`src/rtl/xts_block_sequencer_pkg.sv`:
```
// Shared types and constants for the XTS-AES-256 block sequencer.
//   state_e   : sequencer FSM states
//   GF_POLY   : reduction byte for the GF(2^128) doubling of the tweak
//   KEY_DATA  : key-half select for data blocks (key 1)
//   KEY_TWEAK : key-half select for the tweak job (key 2)
package xts_pkg;

  typedef enum logic [2:0] {
    DRAIN   = 3'd0,
    IDLE    = 3'd1,
    ISSUE   = 3'd2,
    WAIT_HI = 3'd3,
    WAIT_LO = 3'd4,
    OUT     = 3'd5
  } state_e;

  localparam logic [7:0] GF_POLY   = 8'h87;
  localparam logic       KEY_DATA  = 1'b0;
  localparam logic       KEY_TWEAK = 1'b1;

endpackage

```
`src/rtl/xts_block_sequencer_if.sv`:
```
// Bus bundle between the XTS sequencer, its upstream/downstream and the AES core.
//   Sector command : inSectorWr, inSectorData, outSectorReady
//   Plaintext in   : inDataValid, inDataData, outDataReady
//   Ciphertext out : outResValid, outResData, inResReady, outBlockIdx
//   AES core side  : outAesDataWr, outAesData, outAesKeySel, inAesData, inAesBusy
// slave  = the sequencer, master = everything around it.
interface xts_block_sequencer_if #(
  parameter int MAX_BLOCKS = 256
) ();
  localparam int IDX_W = $clog2(MAX_BLOCKS) + 1;

  logic             inSectorWr;
  logic [127:0]     inSectorData;
  logic             outSectorReady;
  logic             inDataValid;
  logic [127:0]     inDataData;
  logic             outDataReady;
  logic             outResValid;
  logic [127:0]     outResData;
  logic             inResReady;
  logic [IDX_W-1:0] outBlockIdx;
  logic             outAesDataWr;
  logic [127:0]     outAesData;
  logic             outAesKeySel;
  logic [127:0]     inAesData;
  logic             inAesBusy;

  modport slave (
    input  inSectorWr, inSectorData, inDataValid, inDataData, inResReady,
           inAesData, inAesBusy,
    output outSectorReady, outDataReady, outResValid, outResData, outBlockIdx,
           outAesDataWr, outAesData, outAesKeySel
  );

  modport master (
    output inSectorWr, inSectorData, inDataValid, inDataData, inResReady,
           inAesData, inAesBusy,
    input  outSectorReady, outDataReady, outResValid, outResData, outBlockIdx,
           outAesDataWr, outAesData, outAesKeySel
  );
endinterface

```
`src/rtl/xts_block_sequencer_gf_double.sv`:
```
// Combinational multiply-by-alpha of an XTS tweak in GF(2^128).
//   din  : tweak, bus byte order (byte 0 = bits [127:120]), little-endian value
//   dout : din * alpha
// Each byte shifts left by one with the MSB of byte k carried into bit 0 of
// byte k+1; the bit falling out of byte 15 folds back into byte 0 as 0x87.
module xts_gf_double
  import xts_pkg::*;
(
  input  logic [127:0] din,
  output logic [127:0] dout
);

  logic [15:0] msb;

  for (genvar k = 0; k < 16; k++) begin : g_byte
    assign msb[k] = din[127-8*k];
    if (k == 0) begin : g_lsb
      assign dout[127:120] = {din[126:120], 1'b0} ^ (msb[15] ? GF_POLY : 8'h00);
    end else begin : g_mid
      assign dout[127-8*k -: 8] = {din[126-8*k -: 7], msb[k-1]};
    end
  end

endmodule

```
`src/rtl/xts_block_sequencer.sv`:
```
// XTS-AES-256 sector sequencer wrapped around a single-block AES-256 core.
//   inClk, inRst : clock, synchronous active-high reset
//   bus (slave)  : sector command, plaintext in, ciphertext out, AES core port
// A sector command encrypts the sector number under key 2 to form tweak T.
// Each plaintext block P is sent to the core as P^T under key 1; the core
// result R yields C = R^T, and T is doubled once C has been handed off.
// Only one block is in flight; whole 128-bit blocks only.
module xts_block_sequencer
  import xts_pkg::*;
#(
  parameter int MAX_BLOCKS = 256
) (
  input  logic               inClk,
  input  logic               inRst,
  xts_block_sequencer_if.slave bus
);

  localparam int               IDX_W   = $clog2(MAX_BLOCKS) + 1;
  localparam logic [IDX_W-1:0] IDX_MAX = IDX_W'(MAX_BLOCKS);

  state_e           state;
  logic [127:0]     tweak;
  logic [127:0]     tweak_dbl;
  logic             tweak_vld;
  logic [127:0]     aes_data;
  logic             key_sel;
  logic [127:0]     res_data;
  logic [IDX_W-1:0] blk_idx;
  logic             data_rdy;

  xts_gf_double u_gf_double (
    .din  (tweak),
    .dout (tweak_dbl)
  );

  // Once the sector's block budget is used, data stays blocked until the
  // next sector command resets the counter.
  assign data_rdy = (state == IDLE) && tweak_vld && (blk_idx < IDX_MAX);

  always_ff @(posedge inClk) begin
    if (inRst) begin
      state     <= DRAIN;
      tweak     <= '0;
      tweak_vld <= 1'b0;
      aes_data  <= '0;
      key_sel   <= KEY_DATA;
      res_data  <= '0;
      blk_idx   <= '0;
    end else begin
      case (state)
        // The core has no reset of its own: let any job it was running end
        // before we issue anything new.
        DRAIN: if (!bus.inAesBusy) state <= IDLE;

        IDLE: begin
          if (bus.inSectorWr) begin
            aes_data  <= bus.inSectorData;
            key_sel   <= KEY_TWEAK;
            tweak_vld <= 1'b0;
            blk_idx   <= '0;
            state     <= ISSUE;
          end else if (bus.inDataValid && data_rdy) begin
            aes_data <= bus.inDataData ^ tweak;
            key_sel  <= KEY_DATA;
            state    <= ISSUE;
          end
        end

        ISSUE: state <= WAIT_HI;

        // Busy must be seen high before low counts as completion.
        WAIT_HI: if (bus.inAesBusy) state <= WAIT_LO;

        WAIT_LO: begin
          if (!bus.inAesBusy) begin
            if (key_sel == KEY_TWEAK) begin
              tweak     <= bus.inAesData;
              tweak_vld <= 1'b1;
              state     <= IDLE;
            end else begin
              res_data <= bus.inAesData ^ tweak;
              state    <= OUT;
            end
          end
        end

        OUT: begin
          if (bus.inResReady) begin
            tweak   <= tweak_dbl;
            blk_idx <= blk_idx + IDX_W'(1);
            state   <= IDLE;
          end
        end

        default: state <= DRAIN;
      endcase
    end
  end

  assign bus.outSectorReady = (state == IDLE);
  assign bus.outDataReady   = data_rdy;
  assign bus.outResValid    = (state == OUT);
  assign bus.outResData     = res_data;
  assign bus.outBlockIdx    = blk_idx;
  assign bus.outAesDataWr   = (state == ISSUE);
  assign bus.outAesData     = aes_data;
  assign bus.outAesKeySel   = key_sel;

endmodule

```
`src/flat_wrapper.sv`:
```
// flat-port wrapper written by rule: the top's interface ports become plain ports
module xts_block_sequencer_flat import xts_pkg::*;
#(
  parameter int MAX_BLOCKS = 256
)
  (inClk, inRst, bus_inSectorWr, bus_inSectorData, bus_inDataValid, bus_inDataData, bus_inResReady, bus_inAesData, bus_inAesBusy, bus_outSectorReady, bus_outDataReady, bus_outResValid, bus_outResData, bus_outBlockIdx, bus_outAesDataWr, bus_outAesData, bus_outAesKeySel);
  xts_block_sequencer_if #(.MAX_BLOCKS(MAX_BLOCKS)) bus_i ();
  input  logic inClk;
  input  logic inRst;
  input wire logic [$bits(bus_i.inSectorWr)-1:0] bus_inSectorWr;
  input wire logic [$bits(bus_i.inSectorData)-1:0] bus_inSectorData;
  input wire logic [$bits(bus_i.inDataValid)-1:0] bus_inDataValid;
  input wire logic [$bits(bus_i.inDataData)-1:0] bus_inDataData;
  input wire logic [$bits(bus_i.inResReady)-1:0] bus_inResReady;
  input wire logic [$bits(bus_i.inAesData)-1:0] bus_inAesData;
  input wire logic [$bits(bus_i.inAesBusy)-1:0] bus_inAesBusy;
  output wire logic [$bits(bus_i.outSectorReady)-1:0] bus_outSectorReady;
  output wire logic [$bits(bus_i.outDataReady)-1:0] bus_outDataReady;
  output wire logic [$bits(bus_i.outResValid)-1:0] bus_outResValid;
  output wire logic [$bits(bus_i.outResData)-1:0] bus_outResData;
  output wire logic [$bits(bus_i.outBlockIdx)-1:0] bus_outBlockIdx;
  output wire logic [$bits(bus_i.outAesDataWr)-1:0] bus_outAesDataWr;
  output wire logic [$bits(bus_i.outAesData)-1:0] bus_outAesData;
  output wire logic [$bits(bus_i.outAesKeySel)-1:0] bus_outAesKeySel;
  assign bus_i.inSectorWr = bus_inSectorWr;
  assign bus_i.inSectorData = bus_inSectorData;
  assign bus_i.inDataValid = bus_inDataValid;
  assign bus_i.inDataData = bus_inDataData;
  assign bus_i.inResReady = bus_inResReady;
  assign bus_i.inAesData = bus_inAesData;
  assign bus_i.inAesBusy = bus_inAesBusy;
  assign bus_outSectorReady = bus_i.outSectorReady;
  assign bus_outDataReady = bus_i.outDataReady;
  assign bus_outResValid = bus_i.outResValid;
  assign bus_outResData = bus_i.outResData;
  assign bus_outBlockIdx = bus_i.outBlockIdx;
  assign bus_outAesDataWr = bus_i.outAesDataWr;
  assign bus_outAesData = bus_i.outAesData;
  assign bus_outAesKeySel = bus_i.outAesKeySel;
  xts_block_sequencer #(.MAX_BLOCKS(MAX_BLOCKS)) u_core (.inClk(inClk), .inRst(inRst), .bus(bus_i));
endmodule
```
`config.mk`:
```
export PLATFORM = sky130hd
export DESIGN_NAME = xts_block_sequencer_flat
export DESIGN_NICKNAME = d
export VERILOG_FILES = /design/src/rtl/xts_block_sequencer_pkg.sv /design/src/rtl/xts_block_sequencer_if.sv /design/src/rtl/xts_block_sequencer_gf_double.sv /design/src/rtl/xts_block_sequencer.sv /design/src/flat_wrapper.sv
export SDC_FILE = /design/constraint.sdc
export NUM_CORES = 1
export LEC_CHECK = 0
export ABC_AREA = 1
export CAP_MARGIN = 20
export CORE_AREA = 2 2 257 259
export CTS_CLUSTER_DIAMETER = 50
export CTS_CLUSTER_SIZE = 8
export DETAILED_ROUTE_END_ITERATION = 10
export DIE_AREA = 0 0 259 261
export PLACE_DENSITY_LB_ADDON = 0.3
export REMOVE_ABC_BUFFERS = 1
export SYNTH_ARGS = -nofsm -noshare
export SYNTH_HDL_FRONTEND = slang
export SYNTH_SLANG_ARGS = --single-unit
```
`constraint.sdc`:
```
create_clock -name inClk -period 1.73 [get_ports inClk]
set_input_delay 0.346 -clock inClk [delete_from_list [all_inputs] [get_ports inClk]]
set_output_delay 0.346 -clock inClk [all_outputs]
set_load 0.005 [all_outputs]
```
==> flow_summary.toml <==
[synth]
compound_cell_area_share_of_the_yosys_netlist_pct = 20.25
synth.area.mux_share_pct = 0
proportion_of_register_bits_with_asynchronous_set_or_reset_after_synthesis_pct = 0
synth-simple-area-share_pct = 24.46
netlist_instances = 2883
yosys-top-cells-area = "dfxtp_1, nand2_1, o21ai_0"
post_synth_instance_area_sq_mm = 0.01952
synth_flop_cell = "dfxtp_1"
synth_warn = 0
yosys_top_cell_by_area = "dfxtp_1"
synth_sequential_area_ratio_pct = 40.83
synth_xor_xnor_area_share_pct = 5.879
synthDominantCellAreaShare_pct = 40.83
yosys_register_bits = 398
synth_fa_ha_area_share_pct = 0.06411
post_synth_num_cell_types = 31
synth.avg_cell_area_sq_um = 6.769
synth_enable_flop_cells = 0
largest_family_of_logic_cells_by_synthesized_area = "simple AND/OR/NAND/NOR gates"

[floorplan]
num_rows = 94
chipWidth_um = 259
initial_core_util_pct = 30.01
die_height_um = 261
io_pins = 660
dieArea_sq_mm = 0.06760
core_sq_mm = 0.06504

[timing]
slew_headroom_pct = 61.50
share_of_the_clock_period_used_by_the_worst_path_pct = 107.7
hold_viol = 0
achievable-frequency_mhz = 536.9
worst_slack_ns = -0.1325
slew_violations = 0
setup_total_neg_slack_ns = -7.026
finClkSkew_ns = 0.01662
worstMarginPinSlew_ns = 0.5767
setup_violations = 228
finalCriticalPeriod_ns = 1.862
setup_repair_after_global_routing_missed_its_margin = "yes"

[power]
max_vdd_drop_v = 0.0007353
power-per-cell-area_mw_per_mm2 = 1129
leakagePower_nw = 15.26
total_power_mw = 37.78

[drt]
routed_wl_mm = 86.25
drt_drc_violations_left = 0
detail-route-antenna-nets = 0
vias_per_cell = 4.766
detail_route.iter0.violations = 1219
wl_per_cell_um = 18.88
drtPass1Iterations = 6
vias = 21769

[clock_network]
clock_sinks = 398
cts_root_buf = "clkbuf_16"
clock_latency_ns = 0.61
cts_made_buffers = 61
htreeDepth = 2
cts_max_path_buffers = 3
worst_setup_hold_path_clk_slew_ns = 0.05
tritoncts_clock_tree = "yes"

[grt]
antenna_found_initial = 14
global_route_wire_length_before_repair_mm = 118.8
grt_pass1_vias = 19753
grt_max_degree = 72
grt_util_all_layers_pct = 22.69
grt.overflow.total = 0

[cells_and_area]
drive_above_1_share_pct = 22.37
layout_commonest_cell = "nand2_1"
areaGrowthSynthToFinish_pct = 71.42
most_frequent_cells_in_the_layout = "nand2_1, clkdlybuf4s50_1, dfxtp_1"
fillerInstances = 6216
layoutNonFillerInstCount = 4568
final-seq-area_sq_mm = 0.007989
finalNetCount = 4071
multiInputGateArea_sq_mm = 0.01189
finish.utilization_pct = 51.44

[run_status]
violations = "setup timing"
outcome = "finished with violations"

[critical_path]
critical_path_class = "flip-flop to primary output"
critical_path.max_stage_delay_ns = 0.37
worst_path_max_delay_cell = "dfxtp_4"
cp.arrival_ns = 1.52
timing.reg2reg.worst_path_depth = 13
worst_setup_path_end_kind = "primary output"
worst_setup_path_start_kind = "flip-flop"
rrSetupSlack_ns = -0.09
critPathRequiredTime_ns = 1.38
worstPathCellList = "inv_8 > buf_6 > nor2_4 > buf_12 > buf_12"
critical-path-top-cell-by-count = "buf_12"
timing.critical_path.fanout_max = 3

[worst_hold_path]
whs_path_depth = 5
hold_path.class = "input pin to flip-flop"

[placed_design]
hpwl_mm = 54.81
placement.io_buffers = 659
placedCellCount = 4392
gp_congestion = 0.8716

[flow_run]
drv_cap = 0
[worst paths after layout]
path	startpoint	to
worst max-delay path	u_core.state[2]	bus_outResValid
worst min-delay path	bus_inSectorWr	u_core.bus.outAesData[9]
worst max register to register	u_core.state[2]	u_core.tweak[58]
worst min register to register	u_core.bus.outResData[25]	u_core.bus.outResData[25]
[timing repair]
action                                  CTS  global route
endpoints found under the setup margin  466           255
gates cloned                             28            22
resized for setup                       487           643
setup buffers                            30            24
pin swaps                               255           251
hold buffers                              0             0
[final cells by class]
class	count	share of cell area, %
clock inverters	10	0.3852
well taps	864	3.231
inverters	151	1.911
repair buffers	916	29.95
flip-flops and latches	398	23.88
multi-input cells	2149	35.54
diodes	7	0.05236
repair inverters	3	0.2394
clock buffers	70	4.813
[per-layer routing]
| layer | track usage, % | wire length (um) | vias to the layer above |
|---|---|---|---|
| met3 | 5.604 | 5516 | 151 |
| li1 | - | - | 10867 |
| met4 | 8.285 | 2463 | 12 |
| met2 | 38.03 | 41950 | 672 |
| met5 | 0 | 83 | - |
| met1 | 28.22 | 36240 | 10067 |
[flip-flops by register name, summed over array words and instances, names as in the netlist]
signal	flops
u_core.bus.outAesData	128
u_core.bus.outResData	128
u_core.tweak	128
u_core.bus.outBlockIdx	9
u_core.state	3
u_core.bus.outAesKeySel	1
u_core.tweak_vld	1
[cell usage after synthesis (3+ instances only)]
library cell  instances
inv_2                 4
buf_6                27
o21ai_1             106
nand2_2               5
xor2_1              129
o21ai_0             413
nand3_1              12
a21oi_1             269
nand4_1               3
clkbuf_1             70
buf_4                17
buf_2                54
buf_1                14
nor2_2               26
inv_1               145
nor2_1              503
nand2_1             667
nor2_4                3
dfxtp_1             398
[per-stage QoR]
step / setup WS [ns] / cell area (sq um) / hold slack (ns)
final: -0.1325 / 33450 / 0.3188
after global routing: -0.1860 / 33450 / 0.3205
after CTS: -0.1882 / 30880 / 0.2734
after detailed placement: -0.4793 / 27870 / 0.4340
after global placement: -0.4477 / 27870 / 0.4288
after floorplan: -2.714 / 18430 / 0.4151
[power breakdown]
part | leakage (nW) | switching, mW | internal (mW)
clock network | 0.862 | 4.29 | 6.86
logic | 11.2 | 6.81 | 6.83
registers | 3.24 | 1.89 | 11.1
total | 15.3 | 13.0 | 24.8
[worst max-delay path: cells and delay by family, from the launching register on]
kind	cells	cell delay, ns
buffers and inverters	4	0.40
DFF	1	0.37
and+or+nand+nor	1	0.14
[logic make-up after synthesis]
logic type               count (synthesis)
AO/OA/AOI/OAI                          789
flip-flops                             398
buffers and inverters                  337
adder cells (fa/ha/maj)                  1
AND/OR/NAND/NOR                       1227
XOR/XNOR                               131
Note: power is estimated with default switching activity, not from simulation.
